$ cat config.mk
export PLATFORM = sky130hd
export DESIGN_NAME = dfe_tune_ctrl
export DESIGN_NICKNAME = d
export VERILOG_FILES = /design/src/rtl/dfe_tune_ctrl.sv
export SDC_FILE = /design/constraint.sdc
export NUM_CORES = 1
export LEC_CHECK = 0
export ABC_AREA = 1
export BUFFER_PORTS_ARGS = -buffer_cell sky130_fd_sc_hd__buf_2
export CORE_ASPECT_RATIO = 1.75
export CORE_MARGIN = 10
export CORE_UTILIZATION = 57
export CTS_CLUSTER_DIAMETER = 120
export DETAILED_ROUTE_END_ITERATION = 8
export GPL_ROUTABILITY_DRIVEN = 0
export PLACE_DENSITY = 0.84
export SLEW_MARGIN = 30
export SYNTH_ARGS = -nofsm -noshare
export SYNTH_HDL_FRONTEND = slang
export SYNTH_SLANG_ARGS = --single-unit
$ cat constraint.sdc
create_clock -name clk -period 7.6 [get_ports clk]
set_clock_uncertainty 0.2 [all_clocks]
set_input_delay 0.38 -clock clk [delete_from_list [all_inputs] [get_ports clk]]
set_output_delay 0.38 -clock clk [all_outputs]
set_load 0.01 [all_outputs]
$ cat src/rtl/dfe_tune_ctrl.sv
// dfe_tune_ctrl: retune sequencer for the I/Q front end. Accepts a new NCO
// phase increment over cfg_req/cfg_ack and applies it on a CIC output boundary.
// It then blanks the FIR valids until old-frequency samples have flushed, and
// finally reports lock.
// Ports: clk, rst (async, active high); cfg_req/cfg_phi/cfg_ack/cfg_busy are
//   the host side; cic_vld is the alignment strobe; phi_inc drives the NCO;
//   sin/cos_vld_in are gated onto sin/cos_vld_out; locked, retune_cnt and
//   err_timeout are status outputs.
// Optional macro DFE_TUNE_TIMEOUT_EN: forces the apply after TIMEOUT cycles
//   in ALIGN and flags it on err_timeout.
module dfe_tune_ctrl #(
    parameter int unsigned          PHI_WIDTH  = 32,
    parameter logic [PHI_WIDTH-1:0] PHI_RESET  = '0,
    parameter int unsigned          SETTLE_OUT = 16,
    parameter int unsigned          TIMEOUT    = 4096
) (
    input  logic                 clk,
    input  logic                 rst,
    input  logic                 cfg_req,
    input  logic [PHI_WIDTH-1:0] cfg_phi,
    output logic                 cfg_ack,
    output logic                 cfg_busy,
    input  logic                 cic_vld,
    output logic [PHI_WIDTH-1:0] phi_inc,
    input  logic                 sin_vld_in,
    input  logic                 cos_vld_in,
    output logic                 sin_vld_out,
    output logic                 cos_vld_out,
    output logic                 locked,
    output logic [7:0]           retune_cnt,
    output logic                 err_timeout
);

    localparam int unsigned CW = $clog2(SETTLE_OUT + 1);

    typedef enum logic [1:0] {
        ST_LOCKED,
        ST_ALIGN,
        ST_SETTLE
    } state_t;

    state_t               state_q;
    state_t               state_d;
    logic [CW-1:0]        settle_cnt;
    logic [PHI_WIDTH-1:0] shadow;
    logic                 post_reset;
    logic                 accept;
    logic                 apply;
    logic                 settle_done;
    logic                 tmo_hit;

    always_ff @(posedge clk or posedge rst) begin
        if (rst) begin
            state_q <= ST_SETTLE;
        end else begin
            state_q <= state_d;
        end
    end

    always_comb begin
        state_d     = state_q;
        accept      = 1'b0;
        apply       = 1'b0;
        settle_done = 1'b0;
        unique case (state_q)
            ST_LOCKED: begin
                if (cfg_req) begin
                    accept  = 1'b1;
                    state_d = ST_ALIGN;
                end
            end
            ST_ALIGN: begin
                if (cic_vld || tmo_hit) begin
                    apply   = 1'b1;
                    state_d = ST_SETTLE;
                end
            end
            ST_SETTLE: begin
                if (sin_vld_in && settle_cnt == CW'(1)) begin
                    settle_done = 1'b1;
                    state_d     = ST_LOCKED;
                end
            end
            default: begin
                state_d = ST_SETTLE;
            end
        endcase
    end

    always_ff @(posedge clk or posedge rst) begin
        if (rst) begin
            phi_inc    <= PHI_RESET;
            shadow     <= '0;
            cfg_ack    <= 1'b0;
            settle_cnt <= CW'(SETTLE_OUT);
            retune_cnt <= 8'd0;
            post_reset <= 1'b1;
        end else begin
            cfg_ack <= accept;
            if (accept) begin
                shadow <= cfg_phi;
            end
            if (apply) begin
                phi_inc    <= shadow;
                settle_cnt <= CW'(SETTLE_OUT);
            end else if (state_q == ST_SETTLE && sin_vld_in) begin
                settle_cnt <= settle_cnt - CW'(1);
            end
            // The settle that follows reset is not a retune.
            if (settle_done) begin
                post_reset <= 1'b0;
                if (!post_reset) begin
                    retune_cnt <= retune_cnt + 8'd1;
                end
            end
        end
    end

`ifdef DFE_TUNE_TIMEOUT_EN
    localparam int unsigned TW = $clog2(TIMEOUT + 1);

    logic [TW-1:0] tmo_cnt;
    logic          err_q;

    // tmo_cnt is 0 on the ALIGN entry cycle, so the hit lands on the
    // TIMEOUT-th ALIGN cycle.
    assign tmo_hit = (state_q == ST_ALIGN) && (tmo_cnt == TW'(TIMEOUT - 1));

    always_ff @(posedge clk or posedge rst) begin
        if (rst) begin
            tmo_cnt <= '0;
            err_q   <= 1'b0;
        end else begin
            if (accept) begin
                tmo_cnt <= '0;
            end else if (state_q == ST_ALIGN && !apply) begin
                tmo_cnt <= tmo_cnt + TW'(1);
            end
            if (accept) begin
                err_q <= 1'b0;
            end else if (apply && !cic_vld) begin
                err_q <= 1'b1;
            end
        end
    end

    assign err_timeout = err_q;
`else
    assign tmo_hit     = 1'b0;
    assign err_timeout = 1'b0;
`endif

    assign locked      = (state_q == ST_LOCKED);
    assign cfg_busy    = (state_q != ST_LOCKED);
    assign sin_vld_out = sin_vld_in & (state_q != ST_SETTLE);
    assign cos_vld_out = cos_vld_in & (state_q != ST_SETTLE);

endmodule

### Word-level counts from Yosys, hierarchy flattened

Index checks and enable logic that the tools add are counted.

| word-level totals | value |
|---|---|
| register bits | 81 |
| bits of input ports | 38 |
| output and inout bits | 46 |
| logic and storage cells | 38 |

| operators by class | value |
|---|---|
| $add $sub $neg | 2 |
| eq/ne operators | 7 |
| multiplexer cells | 12 |
| bitwise logic cells | 3 |
| reductions and logical operators | 7 |

Operators with widths:

| kind | count |
|---|---|
| 5-bit 2-to-1 mux | 2 |
| 8-bit by 1-bit adder with 8-bit output, second input constant | 1 |
| 2-bit inequality test, second input constant | 4 |
| 1-bit 2-to-1 mux | 6 |
| 2-bit 2-to-1 mux | 3 |
| 2-bit one-hot mux with 3 select lines | 1 |
| 5-bit by 1-bit == test with 1-bit output, second input constant | 1 |
| 5-bit by 1-bit subtractor with 5-bit output, second input constant | 1 |
| 2-bit nonzero test | 2 |
| 3-bit AND reduction | 1 |
| 1-bit AND | 2 |
| 2-bit by 1-bit == test with 1-bit output, second input constant | 1 |
| 2-bit == test, second input constant | 1 |
| 1-bit logical AND | 2 |
| 2-bit zero test | 1 |
| 2-bit AND reduction | 1 |
| 1-bit NOT | 1 |

### Depth between registers and ports, before layout

Gate-level depths: netlist (run 1).

| logic depth | value |
|---|---|
| depth in word-level cells | 5 |
| mapped depth | 8 |

### Least setup slack after synthesis (run 1)

No wires, ideal clock.

| timing | value |
|---|---|
| path kind | register to register |
| start | register state_q[0] |
| end | register shadow[14] |
| library setup time | 117 ps |
| arrival | 1,101 ps |
| path slack | 6,182 ps |
| cell stages (with the launch flop) | 6 |
| buffers on the path | 1 |
| cell sequence | dfrtp_1 > nor2_2 > nand2_4 > inv_8 > buf_6 > o21ai_2 |

| between the ends | value |
|---|---|
| longest elaborated chain between the ends | 2 |

RTL lines:

| item | line | RTL |
|---|---|---|
| from (decl) | 42 | `state_t state_q;` |
| from (signal assigned) | 56 | `state_q <= state_d;` |
| 2-bit zero test | n/a |  |
| net locked | 29 | `output logic locked,` |
| 1-bit 2-to-1 mux | 65 | `unique case (state_q)` |
| to (signal assigned) | 101 | `shadow <= cfg_phi;` |
| to (decl) | 45 | `logic [PHI_WIDTH-1:0] shadow;` |

The timed path passes the listed nets, and every way through them passes these cells.
A chain may end at the register's enable or synchronous reset.

### Final worst setup path (run 1)

| timing | value |
|---|---|
| start | register state_q[1] |
| end | output cos_vld_out |

| between the ends | value |
|---|---|
| longest elaborated chain between the ends | 2 |

RTL lines:

| item | line | RTL |
|---|---|---|
| 2-bit inequality test | 156 | `assign cos_vld_out = cos_vld_in & (state_q != ST_SETTLE);` |
| 1-bit AND | 156 |  |
| to (decl) | 28 | `output logic cos_vld_out,` |

No other way between the ends.

==> results of run 1 <==
-- per-layer routing --
layer | up-vias | GRT usage (%) | wire [um]
li1 | 1293 | - | -
met1 | 1185 | 16.7 | 2880
met2 | 73 | 25.4 | 3600
met3 | 11 | 6.83 | 522
met4 | 0 | 6.42 | 131
met5 | - | 0 | 0
-- metrics by stage --
| stage | power (mW) | utilization [%] |
|---|---|---|
| after floorplan | 1.13 | - |
| after global placement | 1.27 | 65.3 |
| after detailed placement | 1.30 | 65.3 |
| after CTS | 1.66 | 69.2 |
| after global routing | 1.77 | 69.3 |
| final | 1.64 | 69.3 |
-- critical path: stages, from the launching register on --
cell and delay, ns:
sky130_fd_sc_hd__dfstp_2 0.57, sky130_fd_sc_hd__inv_2 0.06, sky130_fd_sc_hd__nor2_4 0.16, sky130_fd_sc_hd__nor2_1 0.06, sky130_fd_sc_hd__buf_2 0.14
-- cells in the final DEF, fill, tap and decap left out, types with 2 or more instances in the layout --
master | netlist | layout
sky130_fd_sc_hd__buf_2 | 0 | 82
sky130_fd_sc_hd__bufinv_16 | 0 | 2
sky130_fd_sc_hd__clkbuf_8 | 0 | 12
sky130_fd_sc_hd__dfrtp_1 | 78 | 78
sky130_fd_sc_hd__dfstp_2 | 3 | 3
sky130_fd_sc_hd__ha_1 | 3 | 3
sky130_fd_sc_hd__inv_1 | 41 | 40
sky130_fd_sc_hd__inv_2 | 2 | 2
sky130_fd_sc_hd__nand2_1 | 130 | 130
sky130_fd_sc_hd__nand3_1 | 9 | 9
sky130_fd_sc_hd__nor2_1 | 11 | 11
sky130_fd_sc_hd__nor2_2 | 3 | 3
sky130_fd_sc_hd__o21ai_0 | 28 | 28
sky130_fd_sc_hd__o21ai_1 | 11 | 11
sky130_fd_sc_hd__o21ai_2 | 19 | 19
sky130_fd_sc_hd__xnor2_1 | 2 | 2
-- cells by family after synthesis --
logic type	count (synthesis)	synth area share (%)
compound gates	60	10.7
fa+ha+maj	3	1.08
other cells	1	0.108
xor+xnor	3	0.757
simple gates	161	19.4
buf+inv	58	9.45
flops	81	58.5
-- layout make-up --
cell class                 count  area share [%]
clock buffer                  13            4.15
clock inverter                 2            1.47
inverter                      44            4.27
multi-input combinational    228            27.3
sequential                    81            49.9
tap                           78            2.40
timing repair buffer          84            10.5
-- sequential cells by signal, indices dropped and copies added, names as in the netlist --
| name | flops |
|---|---|
| cfg_ack | 1 |
| state_q | 2 |
| shadow | 32 |
| retune_cnt | 8 |
| phi_inc | 32 |
| settle_cnt | 5 |
| post_reset | 1 |
-- power groups by stage --
stage               Combinational, mW  Clock [mW]  Sequential [mW]
floorplan                       0.373           0            0.755
global placement                0.544           0            0.722
detailed placement              0.568           0            0.730
CTS                             0.575       0.362            0.724
global route                    0.643       0.378            0.745
finish                          0.561       0.354            0.722
-- worst paths after layout --
kind                       cells past startpoint   startpoint             to  slack (ns)
max reg2reg                                    6   state_q[1]  settle_cnt[2]        5.72
min in group clk                               3  cfg_phi[26]     shadow[26]        0.02
max                                            4   state_q[1]    cos_vld_out        5.68
min reg2reg                                    2   post_reset     post_reset        0.25
min                                            3          rst    phi_inc[19]       0.008
max in group asynchronous                      3          rst     phi_inc[1]        6.71
==> flow_summary.ini, run 1 <==
[synthesis]
post_synth_inst_count = 367
seq_area_frac_synth_pct = 58.5
synth-seq-cells = 81
yosys.area.top_type = sky130_fd_sc_hd__dfrtp_1
synth-edff-count = 0
post_synth_instance_area_um2 = 3470
most_repeated_cell_in_the_gate_level_netlist_after_synthesis = sky130_fd_sc_hd__nand2_1
synthTopCellsByCount = sky130_fd_sc_hd__nand2_1, sky130_fd_sc_hd__dfrtp_1, sky130_fd_sc_hd__inv_1, sky130_fd_sc_hd__o21ai_0, sky130_fd_sc_hd__o21ai_2
synth_async_sr_flop_share_pct = 100
synthDominantCellAreaShare_pct = 56.2
synthesis.area_per_instance_um2 = 9.46
synth.lib_cells_used.distinct = 31
synth_warnings = 0
synth.top_cells.by_area = sky130_fd_sc_hd__dfrtp_1, sky130_fd_sc_hd__nand2_1, sky130_fd_sc_hd__o21ai_2
syn-num-nets = 408
postSynth.topFlopCell = sky130_fd_sc_hd__dfrtp_1

[layout]
diodes = 0
seq_area_um2 = 2030
post_route_cells_drive_above_1_share_pct = 29.4
fin_area_um2 = 4070
finalNonFillerCells = 530
areaGrowthSynthToFinish_pct = 17.3
fillers = 481
multi_input_area_um2 = 1110
nets = 489

[worst_hold_path]
worst_hold_path_type = in -> async

[power_and_ir_drop]
intPower_mw = 1.05
clkPwrFrac_pct = 21.6
part_of_the_power_in_registers_pct = 44.1
sw_frac_of_total_pct = 35.9
leakage_nw = 2.19
power.density_nw_per_um2 = 402
netSwitchingPower_uw = 588
irDropWorstVdd_mv = 0.241
power.share.combinational_pct = 34.2

[placement]
dp.cells = 515
place.port_buffers = 82
place_area_um2 = 3840
placement.setup.worst_slack_ns = 5.71
detailedPlacementHpwl_mm = 5.07

[cts]
cts_made_buffers = 9
post_cts_resized = 0
worst_setup_hold_path_clk_slew_ns = 0.08
number_of_h_tree_levels = 3
clk_path_buf_depth = 2
post-cts-setup-buffers = 0
worst_skew_pair.late_latency_ns = 0.35
clock_tree_from_tritoncts = yes
cts-hold-fix-buffers = 0
cell_chosen_for_the_clock_root = sky130_fd_sc_hd__clkbuf_8
cts.sinks = 81

[grt]
first_pass_grt_wire_length_mm = 11.7
grt_start_max_net_pins = 82
first_global_vias = 2528
antenna_found_initial = 0
grt.overflow.total = 0
grt_usage_pct = 15.4

[sta]
final_period_minus_worst_setup_slack_ns = 1.92
timing.final.max_slew_violations = 0
tightestPinTransition_ns = 0.710
fin_tns_setup_ns = 0
clock.fmax_mhz = 521
timing.hold.ws_ns = 0.00785
min_period_over_period_pct = 25.3
setup-violations-final = 0
finalHoldViolations = 0
timing.max_slew.rel_slack_pct = 52.7
layout_setup_ws_ns = 5.68
rsz0062_at_grt = no

[worst_setup_path]
worst_setup_path_end_kind = output pin
crit_path_start_kind = flip-flop
critPathRequiredTime_ns = 7.02
crit_fanout = 5
critical_path_arrival_ns = 1.34
worstSetupPathType = reg -> out

[route]
postRouteAntennaNets = 0
detail_route.iter0.violations = 153
wl_mm = 7.13
remaining_drc_errors = 0
drt-wirelength-per-cell_um = 13.5
drt-vias-per-instance = 4.83
vias = 2562
drt_pass1_iterations = 4

[floorplan]
die-width_um = 79.0
placeableCoreArea_um2 = 5880
rows = 37
floorplan.initialDensity_pct = 59.0
die_height_um = 123
design.portCount = 84
fp.dieArea_um2 = 9730

[run]
max-cap-violations = 0

[status]
run_status = complete, no violations
(Power assumes the default switching activity.)
==> run 2: changes to the inputs <==
--- a/config.mk
+++ b/config.mk
@@ -5,15 +5,15 @@
 export SDC_FILE = /design/constraint.sdc
 export NUM_CORES = 1
 export LEC_CHECK = 0
-export ABC_AREA = 1
+export ABC_AREA = 0
 export BUFFER_PORTS_ARGS = -buffer_cell sky130_fd_sc_hd__buf_2
 export CORE_ASPECT_RATIO = 1.75
 export CORE_MARGIN = 10
-export CORE_UTILIZATION = 57
+export CORE_UTILIZATION = 53
 export CTS_CLUSTER_DIAMETER = 120
 export DETAILED_ROUTE_END_ITERATION = 8
 export GPL_ROUTABILITY_DRIVEN = 0
-export PLACE_DENSITY = 0.84
+export PLACE_DENSITY = 0.79
 export SLEW_MARGIN = 30
 export SYNTH_ARGS = -nofsm -noshare
 export SYNTH_HDL_FRONTEND = slang
==> constraint.sdc (replaced) <==
create_clock -name clk -period 2 [get_ports clk]
set_clock_uncertainty 0.2 [all_clocks]
set_input_delay 0.1 -clock clk [delete_from_list [all_inputs] [get_ports clk]]
set_output_delay 0.1 -clock clk [all_outputs]
set_load 0.01 [all_outputs]
==> flow_summary.ini, run 2 <==
[status]
run_status = complete, no violations

[synthesis]
post_synth_inst_count = 283
synth-edff-count = 0
synth.lib_cells_used.distinct = 36
seq_area_frac_synth_pct = 59.7
synth_warnings = 0
post_synth_instance_area_um2 = 3400
synth.top_cells.by_area = sky130_fd_sc_hd__dfrtp_1, sky130_fd_sc_hd__mux2_4, sky130_fd_sc_hd__nand2_1
synthTopCellsByCount = sky130_fd_sc_hd__nand2_1, sky130_fd_sc_hd__dfrtp_1, sky130_fd_sc_hd__mux2_4, sky130_fd_sc_hd__xnor2_1
synthesis.area_per_instance_um2 = 12.0
yosys.area.top_type = sky130_fd_sc_hd__dfrtp_1
syn-num-nets = 324
most_repeated_cell_in_the_gate_level_netlist_after_synthesis = sky130_fd_sc_hd__nand2_1
synthDominantCellAreaShare_pct = 57.4
postSynth.topFlopCell = sky130_fd_sc_hd__dfrtp_1
synth_async_sr_flop_share_pct = 100
synth-seq-cells = 81

[power_and_ir_drop]
leakage_nw = 2.31
design_power_total_mw = 6.14
irDropWorstVdd_mv = 0.923
power.density_nw_per_um2 = 1380

[worst_hold_path]
worst_hold_path_type = in -> async

[worst_setup_path]
crit_path_start_kind = flip-flop
rr_worst_depth = 4
cp-endpoint = shadow[29]
regToRegStartpoint = state_q[0]
crit_fanout = 33
critical_path_arrival_ns = 1.79
worstSetupPathType = reg -> reg
crit_start = state_q[0]
worst_setup_path_end_kind = flip-flop
regToRegEndpoint = shadow[29]
setup_slack_of_the_worst_register_to_register_path_ns = 0.24
critPathRequiredTime_ns = 2.04

[cts]
number_of_h_tree_levels = 3
worst_setup_hold_path_clk_slew_ns = 0.08
cell_chosen_for_the_clock_root = sky130_fd_sc_hd__clkbuf_8
cts.sinks = 81
cts_made_buffers = 9
clk_path_buf_depth = 2
worst_skew_pair.late_latency_ns = 0.35
clock_tree_from_tritoncts = yes
post_cts_resized = 0

[layout]
nets = 444
fillers = 458
post_route_cells_drive_above_1_share_pct = 34.8
layout_commonest_cell = sky130_fd_sc_hd__nand2_1
diodes = 0
largest_registers_in_the_final_layout = phi_inc: 32 flops, shadow: 32 flops, retune_cnt: 8 flops
areaGrowthSynthToFinish_pct = 30.7
final_cell_mix = sky130_fd_sc_hd__nand2_1, sky130_fd_sc_hd__buf_2, sky130_fd_sc_hd__dfrtp_1, sky130_fd_sc_hd__dlygate4sd3_1, sky130_fd_sc_hd__mux2_4

[floorplan]
rows = 38
placeableCoreArea_um2 = 6230
die-width_um = 80.5
die_height_um = 126
design.portCount = 84
fp.dieArea_um2 = 10100
floorplan.initialDensity_pct = 54.6

[route]
drt_pass1_iterations = 5
detail_route.iter0.violations = 127
drt-vias-per-instance = 4.95
vias = 2414
wl_mm = 7.99
remaining_drc_errors = 0
drt-wirelength-per-cell_um = 16.4
postRouteAntennaNets = 0

[placement]
place.port_buffers = 82
detailedPlacementHpwl_mm = 5.37

[sta]
finalHoldViolations = 0
timing.hold.ws_ns = 0.181
setup-violations-final = 0
clock.fmax_mhz = 569
fin_tns_setup_ns = 0
final_period_minus_worst_setup_slack_ns = 1.76
rsz0062_at_grt = no
timing.final.max_slew_violations = 0
min_period_over_period_pct = 87.9

[run]
max-cap-violations = 0

[grt]
antenna_found_initial = 0
grt_start_max_net_pins = 61
first_global_vias = 2658
first_pass_grt_wire_length_mm = 12.9
grt.overflow.total = 0
grt_usage_pct = 16.4
## run 2: repair_timing
action	CTS	global route
hold buffers	36	0
setup endpoints to repair	0	0
setup buffers	0	0
endpoints found under the hold margin	116	0
## run 2: power breakdown
group	total, mW	leakage, nW	switching [mW]	internal [mW]
logic	2.11	1.22	0.977	1.13
registers	2.83	0.999	0.475	2.35
clock network	1.20	0.0969	0.558	0.647
total	6.14	2.31	2.01	4.13
## run 2: per-layer routing
metal  routed length, um  track usage [%]  vias to the layer above
met1                3000             16.9                     1172
met4                 263             8.75                        0
met2                4320             28.2                       74
li1                    -                -                     1148
met3                 405             5.13                       20
met5                   0                0                        -
## run 2: layout make-up
| type | instances | area (um^2) | area share (%) |
|---|---|---|---|
| multi-input combinational | 182 | 1250 | 28.1 |
| clock buffer | 14 | 163 | 3.66 |
| tap | 80 | 100 | 2.25 |
| timing repair buffer | 124 | 841 | 18.9 |
| inverter | 5 | 22.5 | 0.507 |
| sequential | 81 | 2030 | 45.7 |
| clock inverter | 2 | 37.5 | 0.845 |
## run 2: metrics by stage
stage                     area [um^2]  utilization [%]  worst slack (ns)  cells
after floorplan                  3400                -             0.280    283
after global placement           3880             62.3             0.287    436
after detailed placement         3880             62.3             0.251    436
after CTS                        4440             71.3             0.242    488
after global routing             4440             71.3             0.168    488
final                            4440             71.3             0.242    488
## run 2: cell families (layout without fill, tap and decap cells)
kind of cell             after synthesis  in the layout  synth area share, %
flip-flops                            81             81                 59.7
XOR/XNOR                               9              9                 2.32
buffers and inverters                 20            145                 3.61
multiplexers                          35             35                 14.8
other                                  1              1                0.110
AO/OA/AOI/OAI                          6              6                 1.21
AND/OR/NAND/NOR                      128            128                 17.1
adder cells (fa/ha/maj)                3              3                 1.10
## run 2: critical path: stages, from the launching register on
cell and delay (ns):
sky130_fd_sc_hd__dfrtp_1 0.47, sky130_fd_sc_hd__nor2_2 0.17, sky130_fd_sc_hd__and2_2 0.18, sky130_fd_sc_hd__buf_12 0.24, sky130_fd_sc_hd__mux2_2 0.36
## run 2: how the worst min path moves through the flow
stage | to | start | slack (ns)
6_report | retune_cnt[7] | rst | 0.18
5_1_grt | shadow[28] | rst | 0.21
4_1_cts | shadow[28] | rst | 0.18
3_5_place_dp | shadow[26] | rst | 0.01
3_3_place_gp | phi_inc[26] | rst | 0.004
2_1_floorplan | state_q[1] | cic_vld | 0.04
